**src/rtl/noc_pkg.sv**
```systemverilog
// Shared definitions for the NoC receive-side packet parser: flit type
// encodings, header/tail field positions, payload sizes, FSM state type.
package noc_pkg;

  typedef enum logic [1:0] {
    FLIT_HEADER          = 2'b00,
    FLIT_BODY            = 2'b01,
    FLIT_TAIL            = 2'b10,
    FLIT_HEADER_AND_TAIL = 2'b11
  } flit_type_e;

  typedef enum logic [1:0] {
    ST_WAIT_HEAD = 2'd0,
    ST_IN_PKT    = 2'd1,
    ST_LAST_FLIT = 2'd2
  } parser_state_e;

  localparam int HdrDestMsb  = 63;
  localparam int HdrDestLsb  = 53;
  localparam int HdrSrcMsb   = 52;
  localparam int HdrSrcLsb   = 42;
  localparam int HdrPaddMsb  = 35;
  localparam int HdrPaddLsb  = 32;
  localparam int TailPaddMsb = 62;
  localparam int TailPaddLsb = 56;

  localparam int PayloadSizeHeader = 4;
  localparam int PayloadSizeTail   = 7;
  localparam int PayloadSizeBody   = 8;

  function automatic logic is_header(input logic [1:0] t);
    return (t == FLIT_HEADER) || (t == FLIT_HEADER_AND_TAIL);
  endfunction

  // Pending-byte mask for a freshly accepted flit (padd bit 1 = empty byte).
  function automatic logic [7:0] flit_byte_mask(input logic [1:0] t,
                                                input logic [3:0] hdr_padd,
                                                input logic [6:0] tail_padd);
    logic [7:0] m;
    case (flit_type_e'(t))
      FLIT_HEADER, FLIT_HEADER_AND_TAIL: m = {{(8-PayloadSizeHeader){1'b0}}, ~hdr_padd};
      FLIT_BODY:                         m = {PayloadSizeBody{1'b1}};
      default:                           m = {{(8-PayloadSizeTail){1'b0}}, ~tail_padd};
    endcase
    return m;
  endfunction

endpackage

```
**src/rtl/noc_packet_parser_noc_flit_byte_serializer.sv**
```systemverilog
// Flit-to-byte serializer: holds one flit with a pending-byte mask and an
// end-of-message flag, picks the lowest pending byte each cycle and keeps
// one byte in a hold register so tlast is known before the byte is shown.
module noc_flit_byte_serializer
  import noc_pkg::*;
(
  input  logic        clk,
  input  logic        rst_n,
  input  logic        load,
  input  logic [63:0] load_flit,
  input  logic [7:0]  load_mask,
  input  logic        load_end,
  input  logic        close,
  input  logic        tready,
  output logic [7:0]  tdata,
  output logic        tvalid,
  output logic        tlast,
  output logic        ser_ready,
  output logic        ser_idle
);

  logic [63:0] flit_q;
  logic [7:0]  mask_q;
  logic        end_q;
  logic [7:0]  hold_q;
  logic        hold_vld_q;

  logic [7:0]  sel_onehot;
  logic [7:0]  sel_byte;
  logic        mask_nz;
  logic        emit;
  logic        move;

  // Lowest-set-bit select of the pending mask (scan high to low, last hit wins).
  always_comb begin
    sel_onehot = '0;
    sel_byte   = '0;
    for (int i = 7; i >= 0; i--) begin
      if (mask_q[i]) begin
        sel_onehot    = '0;
        sel_onehot[i] = 1'b1;
        sel_byte      = flit_q[i*8 +: 8];
      end
    end
  end

  // Held byte is only shown once we know whether another byte follows it.
  assign mask_nz   = |mask_q;
  assign tvalid    = hold_vld_q & (mask_nz | end_q);
  assign tlast     = hold_vld_q & ~mask_nz & end_q;
  assign tdata     = hold_q;
  assign emit      = tvalid & tready;
  assign move      = mask_nz & (~hold_vld_q | emit);
  assign ser_ready = ~mask_nz & ~end_q;
  assign ser_idle  = ser_ready & ~hold_vld_q;

  // Flit register, pending mask and end flag.
  always_ff @(posedge clk or negedge rst_n) begin
    if (!rst_n) begin
      flit_q <= '0;
      mask_q <= '0;
      end_q  <= 1'b0;
    end else if (load) begin
      flit_q <= load_flit;
      mask_q <= load_mask;
      end_q  <= load_end;
    end else begin
      if (move) begin
        mask_q <= mask_q & ~sel_onehot;
      end
      // An end flag with nothing left to send (no pending, nothing held) is dropped.
      if (close) begin
        end_q <= 1'b1;
      end else if (emit && tlast) begin
        end_q <= 1'b0;
      end else if (!mask_nz && !hold_vld_q) begin
        end_q <= 1'b0;
      end
    end
  end

  // Hold register: refilled from the flit when empty or being emitted.
  always_ff @(posedge clk or negedge rst_n) begin
    if (!rst_n) begin
      hold_q     <= '0;
      hold_vld_q <= 1'b0;
    end else if (move) begin
      hold_q     <= sel_byte;
      hold_vld_q <= 1'b1;
    end else if (emit) begin
      hold_vld_q <= 1'b0;
    end
  end

endmodule

```
**src/rtl/noc_packet_parser.sv**
```systemverilog
// NoC packet parser top: rebuilds a byte-wide AXI-Stream message from
// ejected flits. Holds the message FSM, header sideband latching and
// protocol error detection. Optional statistics counters are enabled by
// defining NOC_PACKET_PARSER_STATS_EN.
module noc_packet_parser
  import noc_pkg::*;
#(
  parameter int AxisDataWidth            = 8,
  parameter int NocDataWidth             = 64,
  parameter int flitTypeSize             = 2,
  parameter int NocVirtualChannelIdWidth = 3,
  parameter int NocBroadcastWidth        = 1,
  parameter int TIdWidth                 = 8,
  parameter int TDestWidth               = 11
) (
  input  logic                                m_axis_aclk,
  input  logic                                m_axis_arstn,
  input  logic [NocDataWidth-1:0]             network_flit_i,
  input  logic [flitTypeSize-1:0]             network_flit_type_i,
  input  logic [NocVirtualChannelIdWidth-1:0] network_vc_i,
  input  logic [NocBroadcastWidth-1:0]        network_broadcast_i,
  input  logic                                network_valid_i,
  output logic                                network_ready_o,
  output logic [AxisDataWidth-1:0]            m_axis_tdata,
  output logic                                m_axis_tvalid,
  input  logic                                m_axis_tready,
  output logic                                m_axis_tlast,
  output logic [TIdWidth-1:0]                 m_axis_tid,
  output logic [TDestWidth-1:0]               m_axis_tdest,
  output logic [TDestWidth-1:0]               m_axis_tuser,
  output logic                                proto_err_o
`ifdef NOC_PACKET_PARSER_STATS_EN
  ,
  output logic [15:0]                         pkt_cnt_o,
  output logic [15:0]                         err_cnt_o
`endif
);

  // state        | meaning
  // WAIT_HEAD    | idle, expecting a HEADER or HEADER_AND_TAIL flit
  // IN_PKT       | header seen, accepting BODY flits until a TAIL
  // LAST_FLIT    | final flit loaded (or message force-closed), draining to tlast

  parser_state_e state_q, state_d;

  logic       hdr_type;
  logic       hdr_empty;
  logic       load_end;
  logic [7:0] load_mask;
  logic       ready_c;
  logic       flit_xfer;
  logic       ser_load;
  logic       ser_close;
  logic       err_d;
  logic       hdr_latch;
  logic       ser_ready;
  logic       ser_idle;
  logic       rdy_en_q;
  logic       byte_last_xfer;

  logic [TIdWidth-1:0]   tid_q;
  logic [TDestWidth-1:0] tdest_q;
  logic [TDestWidth-1:0] tuser_q;

  logic unused_broadcast;
  assign unused_broadcast = ^network_broadcast_i;

  assign hdr_type  = is_header(network_flit_type_i);
  assign hdr_empty = &network_flit_i[HdrPaddMsb:HdrPaddLsb];
  assign load_end  = (network_flit_type_i == FLIT_TAIL) ||
                     (network_flit_type_i == FLIT_HEADER_AND_TAIL);
  assign load_mask = flit_byte_mask(network_flit_type_i,
                                    network_flit_i[HdrPaddMsb:HdrPaddLsb],
                                    network_flit_i[TailPaddMsb:TailPaddLsb]);
  assign flit_xfer = network_valid_i & ready_c;
  assign byte_last_xfer = m_axis_tvalid & m_axis_tready & m_axis_tlast;

  noc_flit_byte_serializer u_ser (
    .clk       (m_axis_aclk),
    .rst_n     (m_axis_arstn),
    .load      (ser_load),
    .load_flit (network_flit_i),
    .load_mask (load_mask),
    .load_end  (load_end),
    .close     (ser_close),
    .tready    (m_axis_tready),
    .tdata     (m_axis_tdata),
    .tvalid    (m_axis_tvalid),
    .tlast     (m_axis_tlast),
    .ser_ready (ser_ready),
    .ser_idle  (ser_idle)
  );

  // FSM state register.
  always_ff @(posedge m_axis_aclk or negedge m_axis_arstn) begin
    if (!m_axis_arstn) begin
      state_q <= ST_WAIT_HEAD;
    end else begin
      state_q <= state_d;
    end
  end

  // FSM next-state logic.
  always_comb begin
    state_d = state_q;
    case (state_q)
      ST_WAIT_HEAD: begin
        if (flit_xfer && hdr_type && !hdr_empty) begin
          state_d = load_end ? ST_LAST_FLIT : ST_IN_PKT;
        end
      end
      ST_IN_PKT: begin
        if ((flit_xfer && network_flit_type_i == FLIT_TAIL) || ser_close) begin
          state_d = ST_LAST_FLIT;
        end
      end
      default: begin
        if (byte_last_xfer || ser_idle) begin
          state_d = ST_WAIT_HEAD;
        end
      end
    endcase
  end

  // FSM outputs: flit accept, serializer load/close, error detect.
  // A header arriving mid-packet is held off (ready low) while the current
  // message is force-closed; it is accepted normally from WAIT_HEAD.
  always_comb begin
    ready_c   = 1'b0;
    ser_load  = 1'b0;
    ser_close = 1'b0;
    err_d     = 1'b0;
    hdr_latch = 1'b0;
    case (state_q)
      ST_WAIT_HEAD: begin
        ready_c = rdy_en_q & ser_ready;
        if (network_valid_i && ready_c) begin
          if (!hdr_type || hdr_empty) begin
            err_d = 1'b1;
          end else begin
            ser_load  = 1'b1;
            hdr_latch = 1'b1;
          end
        end
      end
      ST_IN_PKT: begin
        ready_c = rdy_en_q & ser_ready & ~hdr_type;
        if (network_valid_i && ready_c) begin
          ser_load = 1'b1;
        end else if (network_valid_i && hdr_type && ser_ready && rdy_en_q) begin
          ser_close = 1'b1;
          err_d     = 1'b1;
        end
      end
      default: begin
        ready_c = 1'b0;
      end
    endcase
  end

  assign network_ready_o = ready_c;

  // Ready is held low through reset and the first cycle after it.
  always_ff @(posedge m_axis_aclk or negedge m_axis_arstn) begin
    if (!m_axis_arstn) begin
      rdy_en_q <= 1'b0;
    end else begin
      rdy_en_q <= 1'b1;
    end
  end

  // Header sideband latch and registered error pulse.
  always_ff @(posedge m_axis_aclk or negedge m_axis_arstn) begin
    if (!m_axis_arstn) begin
      tid_q       <= '0;
      tdest_q     <= '0;
      tuser_q     <= '0;
      proto_err_o <= 1'b0;
    end else begin
      proto_err_o <= err_d;
      if (hdr_latch) begin
        tid_q   <= TIdWidth'(network_vc_i);
        tdest_q <= network_flit_i[HdrDestMsb:HdrDestLsb];
        tuser_q <= network_flit_i[HdrSrcMsb:HdrSrcLsb];
      end
    end
  end

  assign m_axis_tid   = tid_q;
  assign m_axis_tdest = tdest_q;
  assign m_axis_tuser = tuser_q;

`ifdef NOC_PACKET_PARSER_STATS_EN
  logic [15:0] pkt_cnt_q;
  logic [15:0] err_cnt_q;

  // Completed-message counter (wraps) and error counter (saturates).
  always_ff @(posedge m_axis_aclk or negedge m_axis_arstn) begin
    if (!m_axis_arstn) begin
      pkt_cnt_q <= '0;
      err_cnt_q <= '0;
    end else begin
      if (byte_last_xfer) begin
        pkt_cnt_q <= pkt_cnt_q + 16'd1;
      end
      if (proto_err_o && err_cnt_q != 16'hFFFF) begin
        err_cnt_q <= err_cnt_q + 16'd1;
      end
    end
  end

  assign pkt_cnt_o = pkt_cnt_q;
  assign err_cnt_o = err_cnt_q;
`endif

endmodule
```
**config.mk**
```make
export PLATFORM = sky130hd
export DESIGN_NAME = noc_packet_parser
export DESIGN_NICKNAME = d
export VERILOG_FILES = /design/src/rtl/noc_pkg.sv /design/src/rtl/noc_packet_parser_noc_flit_byte_serializer.sv /design/src/rtl/noc_packet_parser.sv
export SDC_FILE = /design/constraint.sdc
export NUM_CORES = 1
export LEC_CHECK = 0
export BUFFER_PORTS_ARGS = -buffer_cell sky130_fd_sc_hd__buf_2
export CAP_MARGIN = 20
export CORE_ASPECT_RATIO = 1.75
export CORE_UTILIZATION = 55
export CTS_CLUSTER_DIAMETER = 60
export DETAILED_ROUTE_END_ITERATION = 7
export PLACE_DENSITY = 0.81
export SYNTH_ARGS = -nofsm -noshare
export SYNTH_HDL_FRONTEND = slang
export SYNTH_SLANG_ARGS = --single-unit
```
**constraint.sdc**
```tcl
create_clock -name m_axis_aclk -period 4.28 [get_ports m_axis_aclk]
set_input_delay 0.856 -clock m_axis_aclk [delete_from_list [all_inputs] [get_ports m_axis_aclk]]
set_output_delay 0.856 -clock m_axis_aclk [all_outputs]
set_load 0.01 [all_outputs]
```
# Word-level counts from Yosys, hierarchy flattened

Cells that the tools add are included.

Bits in registers: 111
Input port bits: 74
Output and inout port bits: 42

Reduce and logical (&&, ||, !) cells: 29
Mux-type cells: 42
Eq/ne operators: 6
Bitwise logic cells: 21

Operators by type and width:

| operator                                                               | count |
|---|---|
| 8-bit two-way mux                                                      | 18 |
| 8-bit one-hot mux with 2 select lines                                  | 1 |
| 1-bit two-way mux                                                      | 15 |
| 1-bit bitwise AND                                                      | 11 |
| 1-bit logical AND                                                      | 10 |
| 8-bit bitwise AND                                                      | 1 |
| 2-bit two-way mux                                                      | 4 |
| 8-bit NOT                                                              | 1 |
| 8-bit OR reduction                                                     | 1 |
| 7-bit NOT                                                              | 1 |
| 1-bit one-hot mux with 2 select lines                                  | 3 |
| 1-bit logical OR                                                       | 5 |
| 2-bit by 1-bit equality test with 1-bit output (second input constant) | 2 |
| 2-bit equality test (second input constant)                            | 2 |
| 1-bit logical NOT                                                      | 4 |
| 2-bit logical NOT                                                      | 2 |
| 2-bit inequality test (second input constant)                          | 2 |
| 1-bit NOT                                                              | 4 |
| 4-bit NOT                                                              | 1 |
| 2-bit one-hot mux with 2 select lines                                  | 1 |
| 4-bit AND reduction                                                    | 1 |
| 2-bit nonzero test                                                     | 2 |
| 4-bit nonzero test                                                     | 1 |
| 3-bit AND reduction                                                    | 1 |
| 3 further kinds                                                        | 4 |

# Longest topological paths before layout

Depth after elaboration: 12
Gate-level depth with buffers: 7
Gate-level depth less buffers: 6

# By module

From an unflattened synthesis, not the netlist that was laid out.

Cell total of the unflattened synthesis: 428
Area, all modules: 5,111.2 µm²

Modules (own cells, without submodules):

| module                   | times used | area each (µm²) | cells an instance |
|---|---|---|---|
| noc_flit_byte_serializer | 1          | 3,661.0         | 318 |
| noc_packet_parser        | 1          | 1,450.1         | 110 |

# Worst setup path after synthesis

No wires, ideal clock.

Kind: input-to-output
Start: in network_flit_type_i[0]
End: out network_ready_o
Required time: 3.424 ns
Arrival: 1.700 ns
Buffers on the path: 0
Slack: 1.724 ns
Cell stages on the path: 5
Cells stage by stage: inv_1 -> ha_1 -> inv_1 -> o211ai_1 -> nor3_1

Longest elaborated chain between the ends: 5
Elaborated cells between the ends (all ways): 6

RTL lines:

| what                                                            | line                     | text |
|---|---|---|
| start, declared                                                 | noc_packet_parser.sv:19  | `input logic [flitTypeSize-1:0] network_flit_type_i,` |
| 2-bit equality test / 2-bit logical NOT (equally long branches) | noc_pkg.sv:32            | `return (t == FLIT_HEADER) \|\| (t == FLIT_HEADER_AND_TAIL);` |
| 1-bit logical OR *                                              | noc_pkg.sv:32            |  |
| 1-bit NOT *                                                     | noc_packet_parser.sv:147 | `ready_c = rdy_en_q & ser_ready & ~hdr_type;` |
| 1-bit bitwise AND *                                             | noc_packet_parser.sv:147 |  |
| 1-bit one-hot mux with 2 select lines *                         | noc_packet_parser.sv:134 | `case (state_q)` |
| end, declared                                                   | noc_packet_parser.sv:23  | `output logic network_ready_o,` |

Every way passes the cells marked *; elsewhere a longest branch is shown, timed or not.

# Worst setup path in the final report

Start: reg u_ser.mask_q[3]
End: out network_ready_o

Longest elaborated chain between the ends: 6

RTL lines:

| what                                    | line                                               | text |
|---|---|---|
| start, declared                         | noc_packet_parser_noc_flit_byte_serializer.sv:23   | `logic [7:0] mask_q;` |
| start signal, assigned                  | noc_packet_parser_noc_flit_byte_serializer.sv:65   | `mask_q <= load_mask;` |
| start signal, assigned                  | noc_packet_parser_noc_flit_byte_serializer.sv:69   | `mask_q <= mask_q & ~sel_onehot;` |
| 8-bit OR reduction *                    | noc_packet_parser_noc_flit_byte_serializer.sv:48   | `assign mask_nz = \|mask_q;` |
| 1-bit NOT *                             | noc_packet_parser_noc_flit_byte_serializer.sv:54   | `assign ser_ready = ~mask_nz & ~end_q;` |
| 1-bit bitwise AND *                     | noc_packet_parser_noc_flit_byte_serializer.sv:54   |  |
| 1-bit bitwise AND *                     | noc_packet_parser.sv:136, noc_packet_parser.sv:147 |  |
| 1-bit bitwise AND                       | noc_packet_parser.sv:147                           |  |
| 1-bit one-hot mux with 2 select lines * | noc_packet_parser.sv:134                           |  |

Marks and branches as above.

==> flow_summary.yaml <==
synthesis:
  syn_avg_cell_area_um2: 11.9
  yosys.area.top_type: "dfrtp_1"
  ys_top_cells_by_count: "dfrtp_1 (111), mux2_2 (74), o21ai_0 (31)"
  synth-edff-count: 0
  netlist_top_cells_area: "dfrtp_1 (54%), mux2_2 (16%), mux2_1 (3.3%)"
  synth_ff_type: "dfrtp_1"
  yosysSeqAreaShare: 0.536
  synth_cell_types: 43
  synth_warnings: 0
  post-synth-top-area-fraction: 0.536
  synthArstFlopShare: 1.00
  synth_seq_cells: 111
  netlist_instances: 434
  synthMostInstantiatedCell: "dfrtp_1"
  syn-cell-area_um2: 5180
power_and_ir_drop:
  pwr-share-seq: 0.461
  combPwrFrac: 0.331
  p_int_uw: 2720
  clockPowerShare: 0.208
  leakage_uw: 0.00277
  switching_share: 0.332
  power_uw: 4070
  peakVddDrop_mv: 0.429
  powerDensity_nw_per_um2: 674
  p_sw_uw: 1350
final_layout:
  finish.utilization: 0.665
  diodes: 0
  synthToLayoutAreaGrowth_pct: 16.7
  drive_above_1_share: 0.393
  final_nets: 607
clock_network:
  cts_buffer_depth: 2
  post_cts_buffers: 0
  clock-sinks: 111
  cts_resized: 0
  cts_hold_buf: 0
  cts_tree: "done"
  root_buffer: "clkbuf_16"
  clkTransAtPathRegs_ns: 0.07
  htree_levels: 3
  clock_latency_ns: 0.34
  numCtsBuffers: 9
global_routing:
  grt_usage: 0.244
  grt_pass1_vias: 3748
  antenna_found_initial: 0
  grt_pass1_wl_um: 17800
  grt_max_degree: 72
  overflow: 0
die:
  core_area_um2: 9090
  initial_core_util: 0.570
  ios: 116
  fp.dieH_um: 130
  die_w_um: 75.4
  rows: 46
  die_area_um2: 9830
detailed_routing:
  via_per_inst: 5.63
  wl_per_cell_um: 16.9
  first_pass_iters: 5
  drc: 0
  wl_um: 11100
  ant_nets: 0
  routed-via-count: 3685
  drt_iter0_drc: 269
timing:
  layout_setup_ws_ns: 1.25
  slew-limit-headroom: 0.391
  worst_pin_slew_ns: 0.913
  skew_ns: 0.00480
  setup_tns_ns: 0
  finalSetupViolations: 0
  fin_hold_ws_ns: 0.490
  period_share: 0.708
  hold_viol: 0
  maxSlewViolCount: 0
  rsz0062_at_grt: "false"
  period_minus_slack_ns: 3.03
  fmax_mhz: 330
critical_path:
  crit_type: "register to primary output"
  cp_num_buf_inv: 1
  slowest_stage: "dfrtp_1"
  startpoint: "u_ser.mask_q[3]$_DFFE_PN0P_"
  worstPathArrival_ns: 2.17
  critPathMaxStageDelay_ns: 0.67
  startpoint_type: "register"
  crit_path_end_kind: "primary output"
  worst_ep_required_time_ns: 3.42
  crit_path_cell_trace: "nor4_4, nand3_1, nor3_1, buf_2"
  critPathTopFamily: "simple AND/OR/NAND/NOR gates"
  worstPathMaxFanout: 21
  r2r_start: "u_ser.mask_q[3]$_DFFE_PN0P_"
min_path:
  hp-start: "u_ser.flit_q[44]$_DFFE_PN0P_"
  hp-class: "register to register"
flow_run:
  maxCapViolCount: 0
place:
  routabilityCongestion: 0.841
  dp_slack_ns: 1.23
  hpwl_um: 7990
  numPortBuffers: 109
outcome:
  outcome: "finished clean"
[path summary, 6_finish.rpt]
check / cells after the start / slack, ns / to
hold / removal: 1 / 0.49 / u_ser.flit_q[44]$_DFFE_PN0P_
hold reg to reg: 1 / 0.49 / u_ser.flit_q[44]$_DFFE_PN0P_
max in group asynchronous: 2 / 2.82 / u_ser.flit_q[4]$_DFFE_PN0P_
setup / recovery: 4 / 1.25 / network_ready_o
min in group asynchronous: 1 / 0.61 / m_axis_tdest[10]$_DFFE_PN0P_
setup reg to reg: 4 / 1.54 / u_ser.flit_q[15]$_DFFE_PN0P_
[sequential cells by signal (all words and copies together), names as in the netlist]
register          cells
proto_err_o           1
u_ser.hold_vld_q      1
m_axis_tuser         11
u_ser.flit_q         64
u_ser.end_q           1
state_q               2
rdy_en_q              1
u_ser.tdata           8
u_ser.mask_q          8
m_axis_tid            3
m_axis_tdest         11
[per-stage QoR]
step / std cells / instance area [µm²]
finish: 655 / 6040
detailed placement: 639 / 5740
floorplan: 438 / 5190
global placement: 639 / 5740
CTS: 655 / 6040
global route: 655 / 6040
[layout by cell type (no fill, tap or decap), types with 2 or more instances in the layout]
cell type / netlist / layout
inv_1: 15 / 15
buf_4: 10 / 4
a21oi_1: 24 / 24
buf_2: 2 / 108
a31oi_1: 8 / 8
dfrtp_1: 111 / 111
nor2b_1: 17 / 17
o31ai_1: 2 / 2
conb_1: 2 / 6
nand3b_1: 9 / 9
clkinv_4: 0 / 3
a21o_1: 4 / 4
o21ai_0: 31 / 31
ha_1: 3 / 3
nor2_1: 8 / 8
mux2_2: 74 / 74
clkbuf_16: 0 / 9
or3_1: 2 / 2
or4_1: 2 / 2
mux2_1: 15 / 15
a32o_1: 3 / 3
nand2_1: 24 / 24
and3_1: 3 / 3
clkinvlp_4: 0 / 2
nand3_1: 16 / 16
nor3_1: 4 / 4
mux2i_1: 9 / 9
[power by group through the flow]
stage               Clock (µW)  Combinational (µW)  Sequential, µW
floorplan                    0                 959            1830
global placement             0                1300            1860
detailed placement           0                1360            1890
CTS                        859                1370            1880
global route               897                1480            1950
finish                     845                1350            1880
[layer usage]
layer  vias up  part of all wire  GRT usage
li1       1710                 -          -
met4         0             0.032      0.119
met1      1831              0.38      0.286
met3        25             0.045     0.0406
met5         -                 0          0
met2       119              0.54      0.423
[cell type report]
cell class / instances / area [µm²]
Fill cell: 708 / 3050
Sequential cell: 111 / 2780
Multi-Input combinational cell: 281 / 2180
Timing Repair Buffer: 112 / 571
Clock buffer: 9 / 225
Tap cell: 120 / 150
Clock inverter: 7 / 82.6
Inverter: 15 / 56.3
[logic make-up (layout without fill, tap and decap cells)]
logic type | after synthesis | after routing | synth area share
buffers and inverters | 46 | 143 | 0.0454
DFF | 111 | 111 | 0.536
and+or+nand+nor | 92 | 92 | 0.101
AOI/OAI and AO/OA | 82 | 82 | 0.0976
muxes | 98 | 98 | 0.211
other | 2 | 6 | 0.00145
adders and majority gates | 3 | 3 | 0.00725
Power figures use the tool's default switching activity.
